File: src/rtl/fir_ctrl.sv
// fir_ctrl: loads FIR taps, clears the delay line, streams one frame and flushes the tail with zeros.
module fir_ctrl #(
  parameter int DW = 15,
  parameter int OW = 20,
  parameter int TAPS = 11,
  parameter int LAT = 1,
  parameter int LW = 16,
  localparam int AW = $clog2(TAPS)
) (
  input  logic          clk,
  input  logic          rst_n,
  input  logic          start,
  input  logic [LW-1:0] frame_len,
  input  logic          coef_valid,
  output logic          coef_ready,
  input  logic [DW-1:0] coef_data,
  input  logic          s_valid,
  output logic          s_ready,
  input  logic [DW-1:0] s_data,
  output logic          m_valid,
  input  logic          m_ready,
  output logic [OW-1:0] m_data,
  output logic          fir_en,
  output logic          fir_clr,
  output logic [DW-1:0] fir_in,
  output logic          fir_coef_we,
  output logic [AW-1:0] fir_coef_addr,
  output logic [DW-1:0] fir_coef_data,
  input  logic [OW-1:0] fir_out,
  output logic          busy,
  output logic          done
);
  typedef enum logic [2:0] {IDLE, LOAD, CLR, RUN, DRAIN, DONE} state_t;
  state_t state_q, state_d;
  logic [LW-1:0] len_q, len_d;
  logic [AW-1:0] coef_idx_q, coef_idx_d;
  logic [LW:0] in_cnt_q, in_cnt_d, out_cnt_q, out_cnt_d, total;
  logic [LAT-1:0] tag_q, tag_d;
  logic zdone_q, zdone_d, adv, hs, coef_hs, tag_in;
  assign total = {1'b0, len_q} + (LW+1)'(TAPS - 1);
  assign m_valid = tag_q[LAT-1];
  assign m_data = fir_out;
  assign adv = !m_valid || m_ready;
  assign hs = m_valid && m_ready;
  assign busy = state_q != IDLE;
  assign done = state_q == DONE || zdone_q;
  assign coef_ready = state_q == LOAD;
  assign coef_hs = coef_ready && coef_valid;
  assign fir_coef_we = coef_hs;
  assign fir_coef_addr = coef_hs ? coef_idx_q : '0;
  assign fir_coef_data = coef_hs ? coef_data : '0;
  assign fir_clr = state_q == CLR;
  assign s_ready = state_q == RUN && adv;
  assign fir_in = state_q == RUN ? s_data : '0;
  assign fir_en = state_q == RUN ? s_valid && adv : state_q == DRAIN && adv;
  // drain feeds beyond the convolution length only push the last real result out
  assign tag_in = state_q == RUN || in_cnt_q < total;
  always_comb begin
    state_d = state_q;
    len_d = len_q;
    coef_idx_d = coef_idx_q;
    in_cnt_d = in_cnt_q + (LW+1)'(fir_en);
    out_cnt_d = out_cnt_q + (LW+1)'(hs);
    tag_d = fir_en ? LAT'({tag_q, tag_in}) : tag_q;
    if (hs && !fir_en) tag_d[LAT-1] = 1'b0;
    zdone_d = 1'b0;
    case (state_q)
      IDLE: if (start) begin
        zdone_d = frame_len == '0;
        if (frame_len != '0) begin
          state_d = LOAD;
          len_d = frame_len;
          coef_idx_d = '0;
          in_cnt_d = '0;
          out_cnt_d = '0;
          tag_d = '0;
        end
      end
      LOAD: if (coef_hs) begin
        coef_idx_d = coef_idx_q + 1'b1;
        if (coef_idx_q == AW'(TAPS - 1)) state_d = CLR;
      end
      CLR: state_d = RUN;
      RUN: if (fir_en && in_cnt_d == {1'b0, len_q}) state_d = DRAIN;
      DRAIN: if (out_cnt_d == total) state_d = DONE;
      default: state_d = IDLE;
    endcase
  end
  always_ff @(posedge clk or negedge rst_n) begin
    if (!rst_n) begin
      state_q <= IDLE;
      len_q <= '0;
      coef_idx_q <= '0;
      in_cnt_q <= '0;
      out_cnt_q <= '0;
      tag_q <= '0;
      zdone_q <= 1'b0;
    end else begin
      state_q <= state_d;
      len_q <= len_d;
      coef_idx_q <= coef_idx_d;
      in_cnt_q <= in_cnt_d;
      out_cnt_q <= out_cnt_d;
      tag_q <= tag_d;
      zdone_q <= zdone_d;
    end
  end
endmodule

File: config.mk
export PLATFORM = sky130hd
export DESIGN_NAME = fir_ctrl
export DESIGN_NICKNAME = d
export VERILOG_FILES = /design/src/rtl/fir_ctrl.sv
export SDC_FILE = /design/constraint.sdc
export NUM_CORES = 1
export LEC_CHECK = 0
export ABC_AREA = 1
export ABC_CLOCK_PERIOD_IN_PS = 3400
export CAP_MARGIN = 40
export CELL_PAD_IN_SITES_DETAIL_PLACEMENT = 1
export CELL_PAD_IN_SITES_GLOBAL_PLACEMENT = 1
export CORE_AREA = 4 4 129 131
export DETAILED_ROUTE_END_ITERATION = 8
export DIE_AREA = 0 0 133 135
export PLACE_DENSITY = 0.82
export SLEW_MARGIN = 10
export SYNTH_ARGS = -nofsm -noshare
export SYNTH_HDL_FRONTEND = slang
export SYNTH_SLANG_ARGS = --single-unit
File: constraint.sdc
create_clock -name clk -period 3.4 [get_ports clk]
set_clock_uncertainty 0.05 [all_clocks]
set_input_delay 0.51 -clock clk [delete_from_list [all_inputs] [get_ports clk]]
set_output_delay 0.51 -clock clk [all_outputs]
set_load 0.005 [all_outputs]
# Word level (Yosys, flattened, before mapping)

Index checks and enable logic that the tools add are counted.

Add/sub/neg operators: 4
Magnitude comparators: 1
Equality and inequality tests: 14
Mux-type cells: 28
Reduce and logical (&&, ||, !) cells: 20

Operators with widths:

| kind                  | count |
|---|---|
| $mux 17               | 6 |
| $add 17x1->17         | 2 |
| $mux 15               | 2 |
| $mux 3                | 6 |
| $add 16x4->17 const B | 1 |
| $eq 17x16->1          | 1 |
| $eq 17x17->1          | 1 |
| $lt 17x17->1          | 1 |
| $logic_not 16->1      | 1 |
| $mux 4                | 4 |
| $reduce_bool 16->1    | 1 |
| $pmux 3 s5            | 1 |
| $mux 1                | 8 |
| $ne 2x1->1 const B    | 4 |
| $pmux 4 s2            | 1 |
| $logic_and 1x1->1     | 7 |
| $eq 3x2->1 const B    | 2 |
| $eq 3x3->1 const B    | 2 |
| $reduce_and 6->1      | 1 |
| $add 4x1->4 const B   | 1 |
| $eq 4x4->1 const B    | 1 |
| $ne 2x2->1 const B    | 2 |
| $reduce_and 4->1      | 1 |
| $eq 3x1->1 const B    | 1 |
| 6 further kinds       | 9 |

Register bits after elaboration: 59
Logic and storage cells: 74

# Depth between registers and ports, before layout

Gate-level depths: netlist of run 1.

Depth in word-level cells: 10
Mapped depth: 22
Gate-level depth less buffers: 22

# Worst setup path after synthesis of run 1

No wires, ideal clock.

Kind: register -> register
From: reg state_q[2]
To: reg state_q[0]
Arrival: 2441 ps
Required time: 3233 ps
Setup slack: 792 ps
Cell stages (with the launch flop): 23
Clock period less this slack: 2608 ps
Cell sequence: dfrtp_1 inv_1 nand3_1 buf_4 nor2_1 nor2_1 ha_1 ha_1 nand2_2 nor2_4 nand3_1 inv_1 nand3_1 nand2_1 nand2_1 inv_1 nand2_1 nor2_1 nand3_1 nand2_2 nand3_1 nand2_1 nand2_1

Cells in the longest elaborated chain, start to end: 8

RTL lines:

| element                      | line | source |
|---|---|---|
| start: declaration           | 34   | `state_t state_q, state_d;` |
| start signal: assignment     | 99   | `state_q <= state_d;` |
| $eq 3x3->1                   | 55   | `assign fir_en = state_q == RUN ? s_valid && adv : state_q == DRAIN && adv;` |
| $logic_and 1x1->1            | 55   |  |
| $mux 1 *                     | 55   |  |
| via fir_en                   | 23   | `output logic fir_en,` |
| $add 17x1->17                | 62   | `in_cnt_d = in_cnt_q + (LW+1)'(fir_en);` |
| $eq 17x16->1                 | 84   | `RUN: if (fir_en && in_cnt_d == {1'b0, len_q}) state_d = DRAIN;` |
| $logic_and 1x1->1 *          | 84   |  |
| $ne 2x1->1 (no line) *       | -    |  |
| $reduce_and 6->1 (no line) * | -    |  |

Mark *: on every way through the listed nets, which the timed path passes. The rest lies on a longest branch.
A chain may end at the register's enable or synchronous reset.

# Final worst setup path of run 1

From: reg state_q[2]
To: reg state_q[0]

Cells in the longest elaborated chain, start to end: 8

RTL lines:

| element                    | line |
|---|---|
| $eq 3x3->1                 | 55, 67 |
| $logic_and 1x1->1          | 55 |
| $mux 1                     | 55 |
| $add 17x1->17              | 62 |
| $eq 17x16->1               | 84 |
| $logic_and 1x1->1          | 84 |
| $ne 2x1->1 (no line)       | - |
| $reduce_and 6->1 (no line) | - |

Parallel ways exist; a longest one is shown, timed or not.

==> impl_metrics.ini, run 1 <==
[route]
drt_iter0_drc = 267
wl_per_cell_um = 14.5
via_per_inst = 4.75
ant_nets = 0
vias = 5501
wl_mm = 16.8
firstDrtPassIters = 4
drc = 0

[layout]
synthToLayoutAreaGrowth_pct = 28.1
n_antenna_cell = 0
nets = 1031
drive_above_1_share_pct = 6.59
stdcell_area_mm2 = 0.00660

[timing]
fmax_mhz = 331
finalCriticalPeriod_ps = 3030
whs_ps = 473
setup-violations-final = 0
worstMarginPinSlew_ps = 724
slew_headroom_pct = 51.7
final-max-slew-violation-count = 0
final_hold_viol_count = 0
setup_tns_ps = 0
fin_crit_sh_pct = 89.0
rsz0062_at_grt = false

[grt]
use_met2_pct = 32.6
overflow = 0
grt_pass1_wl_mm = 27.7
grt_pass1_vias = 5709
grt_max_degree = 52
use_met3_pct = 5.10
grt_use_total_pct = 19.1
antenna_found_initial = 0
grtUsageMet1_pct = 24.7
gr-max-usage-layer = met2

[logic_synthesis]
syn_inst = 846
synth_edf_count = 0
synth_top_area_cell = dfrtp_1
postSynthRegisterBits = 59
netlist_top_cells_count = 251 x nand2_1, 159 x inv_1, 103 x nor2_1
yosysMostFrequentCell = nand2_1
synthesis.nets = 941
netlist-cell-type-count = 35
ys_seq_area_share_pct = 28.7
netlist_top_cells_area = dfrtp_1 29%, nand2_1 18%, inv_1 12%
synth_top_area_share_pct = 28.7
synth_area_mm2 = 0.00515
synth_warnings = 0
dominantRegCellSynth = dfrtp_1
async_flop_share_pct = 100
synth.avg_cell_area_um2 = 6.09

[setup_path]
cp_slowest_cell = dfrtp_1
path_max_fanout = 6
slowest_delay_ps = 420
end_kind = flip-flop
cp-start-kind = flip-flop
critical_path_arrival_ps = 3210
crit_top_cell = nand2_1
worstPathCellList = inv_1, nand3_1, nand2_1, nand2_1, nor2_1, ha_2, ha_1, nand2_2, nor2_4, nand3_1, inv_1, nand2_1, nand3_1, nand2_1, inv_1, nand2_1, nor2_1, nand3_1, nand2_2, nand3_1, nand2_1, nand2_1
worst-setup-path-type = flip-flop to flip-flop
required_ps = 3580

[placement]
dp_hpwl_mm = 13.8
dpl_cell_area_mm2 = 0.00628
gp_congestion = 0.848
io_buffers = 93

[status]
status = finished clean

[clocking]
cts_inserted_buffers = 9
cts_tree = built
root_buffer = clkbuf_16
cts_sinks = 59
path_clk_slew_ps = 60
h-tree-depth = 3
cts_buffer_depth = 2
clk_latency_ps = 340

[min_path]
hold_class = flip-flop to flip-flop

[die]
start_util_pct = 33.0
die-width_um = 133
pin_count = 134
fp.dieH_um = 135
rows = 46
core_area_mm2 = 0.0156
die_area_mm2 = 0.0180

[power_and_ir_drop]
ir_drop_uv = 257
pwr_density_cell_mw_per_mm2 = 593
leakagePower_nw = 3.51
power.total_mw = 3.91

[job]
drv_cap = 0
-- per-layer routing --
layer / vias to the layer above / share of wire [%]
li1: 2788 / -
met1: 2618 / 47
met2: 85 / 47
met3: 10 / 4.6
met4: 0 / 0.77
met5: - / 0
-- flip-flops by register name, indices dropped and copies added (netlist names) --
| signal | flops |
|---|---|
| coef_idx_q | 4 |
| state_q | 3 |
| m_valid | 1 |
| in_cnt_q | 17 |
| out_cnt_q | 17 |
| zdone_q | 1 |
| len_q | 16 |
-- repair_timing --
action                                  4_1_cts  5_1_grt
setup buffers                                 0        0
endpoints found under the hold margin         8        0
hold buffers                                  1        0
endpoints found under the setup margin        0        2
resized for setup                             0        2
-- power breakdown --
group	leakage, nW	internal (mW)	switching (mW)
clock network	0.150	0.639	0.347
logic	2.57	0.747	1.12
registers	0.790	0.849	0.214
-- through the flow --
stage                     instances  utilization [%]  worst slack (ps)
after floorplan                 846                -               792
after global placement         1140             40.2               240
after detailed placement       1140             40.2               128
after CTS                      1157             42.3               275
after global routing           1157             42.3              8.59
final                          1157             42.3               375
-- layout make-up --
cell class,count,area (µm²)
sequential,59,1480
multi-input combinational,592,2860
timing repair buffer,112,1070
clock inverter,5,77.6
inverter,162,608
tap,216,270
clock buffer,11,233
fill,2090,9000
-- logic make-up after synthesis --
kind of cell               Yosys count  synth area share, %
adders and majority gates           23                 5.59
buffers and inverters              195                 15.9
AOI/OAI and AO/OA                   49                 5.34
DFF                                 59                 28.7
xor gates and xnor gates            10                 1.70
and+or+nand+nor                    510                 42.8
-- cell usage in the layout, fill, tap and decap left out, types with 8 or more instances in the layout --
master	synthesis	routed
dfrtp_1	59	59
nand3_1	96	95
clkdlybuf4s50_1	0	92
o21ai_0	23	23
nor2_2	8	8
ha_1	23	22
a21oi_1	13	13
nor2_1	103	103
buf_4	23	18
nand4_1	26	26
nand2_2	9	9
nand2_1	251	251
clkbuf_16	0	9
inv_1	159	159
-- critical path, delay by kind of cell, from the launching register on --
kind / cells / cell delay (ps)
buffers and inverters: 3 / 280
adders and majority gates: 2 / 450
and+or+nand+nor: 17 / 1710
DFF: 1 / 420
-- path summary, 6_finish.rpt --
path / start / to / slack (ps) / depth (start not counted)
setup / recovery: state_q[2] / state_q[0] / 370 / 22
hold / removal: coef_idx_q[0] / coef_idx_q[0] / 470 / 1
setup reg to reg: state_q[2] / state_q[0] / 370 / 22
hold reg to reg: coef_idx_q[0] / coef_idx_q[0] / 470 / 1
max in group asynchronous: rst_n / in_cnt_q[14] / 1820 / 3
min in group asynchronous: rst_n / out_cnt_q[11] / 500 / 2
No activity file was read; power rests on OpenSTA's default activity.
==> run 2: changes to the inputs <==
--- a/config.mk
+++ b/config.mk
@@ -18,3 +18,4 @@
 export SYNTH_ARGS = -nofsm -noshare
 export SYNTH_HDL_FRONTEND = slang
 export SYNTH_SLANG_ARGS = --single-unit
+export TNS_END_PERCENT = 20
==> results of run 2 <==
Same layout as run 1: the final DEF is identical, and so are final timing and power.
==> run 3: changes to the inputs <==
--- a/config.mk
+++ b/config.mk
@@ -14,6 +14,7 @@
 export DETAILED_ROUTE_END_ITERATION = 8
 export DIE_AREA = 0 0 133 135
 export PLACE_DENSITY = 0.82
+export SKIP_LAST_GASP = 1
 export SLEW_MARGIN = 10
 export SYNTH_ARGS = -nofsm -noshare
 export SYNTH_HDL_FRONTEND = slang
==> impl_metrics.ini, run 3 (synthesis gave the netlist of run 1 again) <==
[route]
ant_nets = 0
firstDrtPassIters = 4
wl_met3_um = 773
vias = 5507
wl_met1_mm = 7.93
drc = 0
wl_per_cell_um = 14.5
drt_iter0_drc = 239
top_layer = met4
wl_met2_mm = 7.95
wl_mm = 16.8
via_per_inst = 4.76

[layout]
n_antenna_cell = 0
stdcell_area_mm2 = 0.00660
final_common_cell = nand2_1
post-route-util_pct = 42.3
drive_above_1_share_pct = 6.48
nets = 1031
multi_input_area_mm2 = 0.00286
seq_area_mm2 = 0.00148
final_cell_mix = 251 x nand2_1, 159 x inv_1, 103 x nor2_1, 95 x nand3_1, 92 x clkdlybuf4s50_1
synthToLayoutAreaGrowth_pct = 28.0
stdcell_count = 1157
num-fill-cells = 2089
top_regs = in_cnt_q (17), out_cnt_q (17), len_q (16)

[setup_path]
critical_path_arrival_ps = 3220
path_max_fanout = 6
end_kind = flip-flop
cp-start-kind = flip-flop
required_ps = 3580
worst-setup-path-type = flip-flop to flip-flop

[grt]
grt_pass1_vias = 5709
grt_use_total_pct = 19.1
grt_pass1_wl_mm = 27.7
overflow = 0
antenna_found_initial = 0
grt_max_degree = 52

[die]
core_area_mm2 = 0.0156
fp.dieH_um = 135
die_area_mm2 = 0.0180
start_util_pct = 33.0
pin_count = 134
die-width_um = 133
rows = 46

[power_and_ir_drop]
pwr_density_cell_mw_per_mm2 = 593
leakagePower_nw = 3.51
p_seq_share_pct = 27.2
p_sw_mw = 1.68
switching_share_pct = 42.9
cell_internal_pwr_mw = 2.23
ir_drop_uv = 257
combPwrFrac_pct = 47.6
power.total_mw = 3.91
pwr-share-clk_pct = 25.2

[placement]
io_buffers = 93
dpl_cell_area_mm2 = 0.00628
dp_slack_ps = 128
dpl.cell_count = 1140
gp_congestion = 0.848
dp_hpwl_mm = 13.8

[clocking]
clk_latency_ps = 340
cts_tree = built
path_clk_slew_ps = 60
h-tree-depth = 3
root_buffer = clkbuf_16
cts_sinks = 59
cts_buffer_depth = 2
cts_inserted_buffers = 9

[timing]
worst_slack_ps = 365
final-max-slew-violation-count = 0
fmax_mhz = 329
worstMarginPinSlew_ps = 723
setup-violations-final = 0
fin_crit_sh_pct = 89.3
slew_headroom_pct = 51.8
whs_ps = 474
rsz0062_at_grt = true
finalCriticalPeriod_ps = 3040
final_hold_viol_count = 0
setup_tns_ps = 0

[min_path]
hold_class = flip-flop to flip-flop

[status]
status = finished clean

[job]
drv_cap = 0
==> run 3: cell counts in the layout (fill, tap and decap cells not counted) <==
No cell type changed its count.
==> run 3: area by class of cell <==
cell class,count,share of cell area [%]
well taps,216,4.10
inverters,162,9.22
repair buffers,112,16.2
multi-input cells,592,43.4
clock inverters,5,1.18
clock buffers,11,3.53
flip-flops and latches,59,22.4
==> run 3: power groups by stage <==
stage | clock [mW] | sequential, mW | combinational [mW]
detailed placement | 0 | 1.07 | 1.87
CTS | 1.01 | 1.06 | 1.88
floorplan | 0 | 1.00 | 1.16
global route | 1.04 | 1.09 | 2.12
global placement | 0 | 1.07 | 1.82
finish | 0.985 | 1.06 | 1.86
==> run 3: critical path: stages, from the launching register on <==
cell,delay [ps]
dfrtp_1,420
inv_1,120
nand3_1,120
nand2_1,150
nand2_1,60
nor2_1,160
ha_1,240
ha_1,230
nand2_2,120
nor2_4,180
nand3_1,150
inv_1,110
nand2_1,80
nand3_1,90
nand2_1,60
inv_1,50
nand2_1,50
nor2_1,80
nand3_1,90
nand2_2,110
nand3_1,80
nand2_1,70
nand2_1,50
==> run 3: path summary, 6_finish.rpt <==
check,from,cells after the start,slack (ps),to
min reg2reg,coef_idx_q[0],1,470,coef_idx_q[0]
max in group asynchronous,rst_n,3,1810,in_cnt_q[14]
min in group asynchronous,rst_n,2,500,out_cnt_q[11]
max,state_q[2],22,360,state_q[0]
min,coef_idx_q[0],1,470,coef_idx_q[0]
max reg2reg,state_q[2],22,360,state_q[0]
==> run 3: metal layers <==
metal | global-route usage [%] | vias up
li1 | - | 2791
met1 | 24.7 | 2619
met2 | 32.6 | 87
met3 | 5.10 | 10
met4 | 3.00 | 0
met5 | 0 | -
==> run 3: timing repair <==
action / in CTS / in global routing
resized for setup: 0 / 1
setup buffers: 0 / 0
hold endpoints to repair: 8 / 0
hold buffers: 1 / 0
endpoints found under the setup margin: 0 / 2
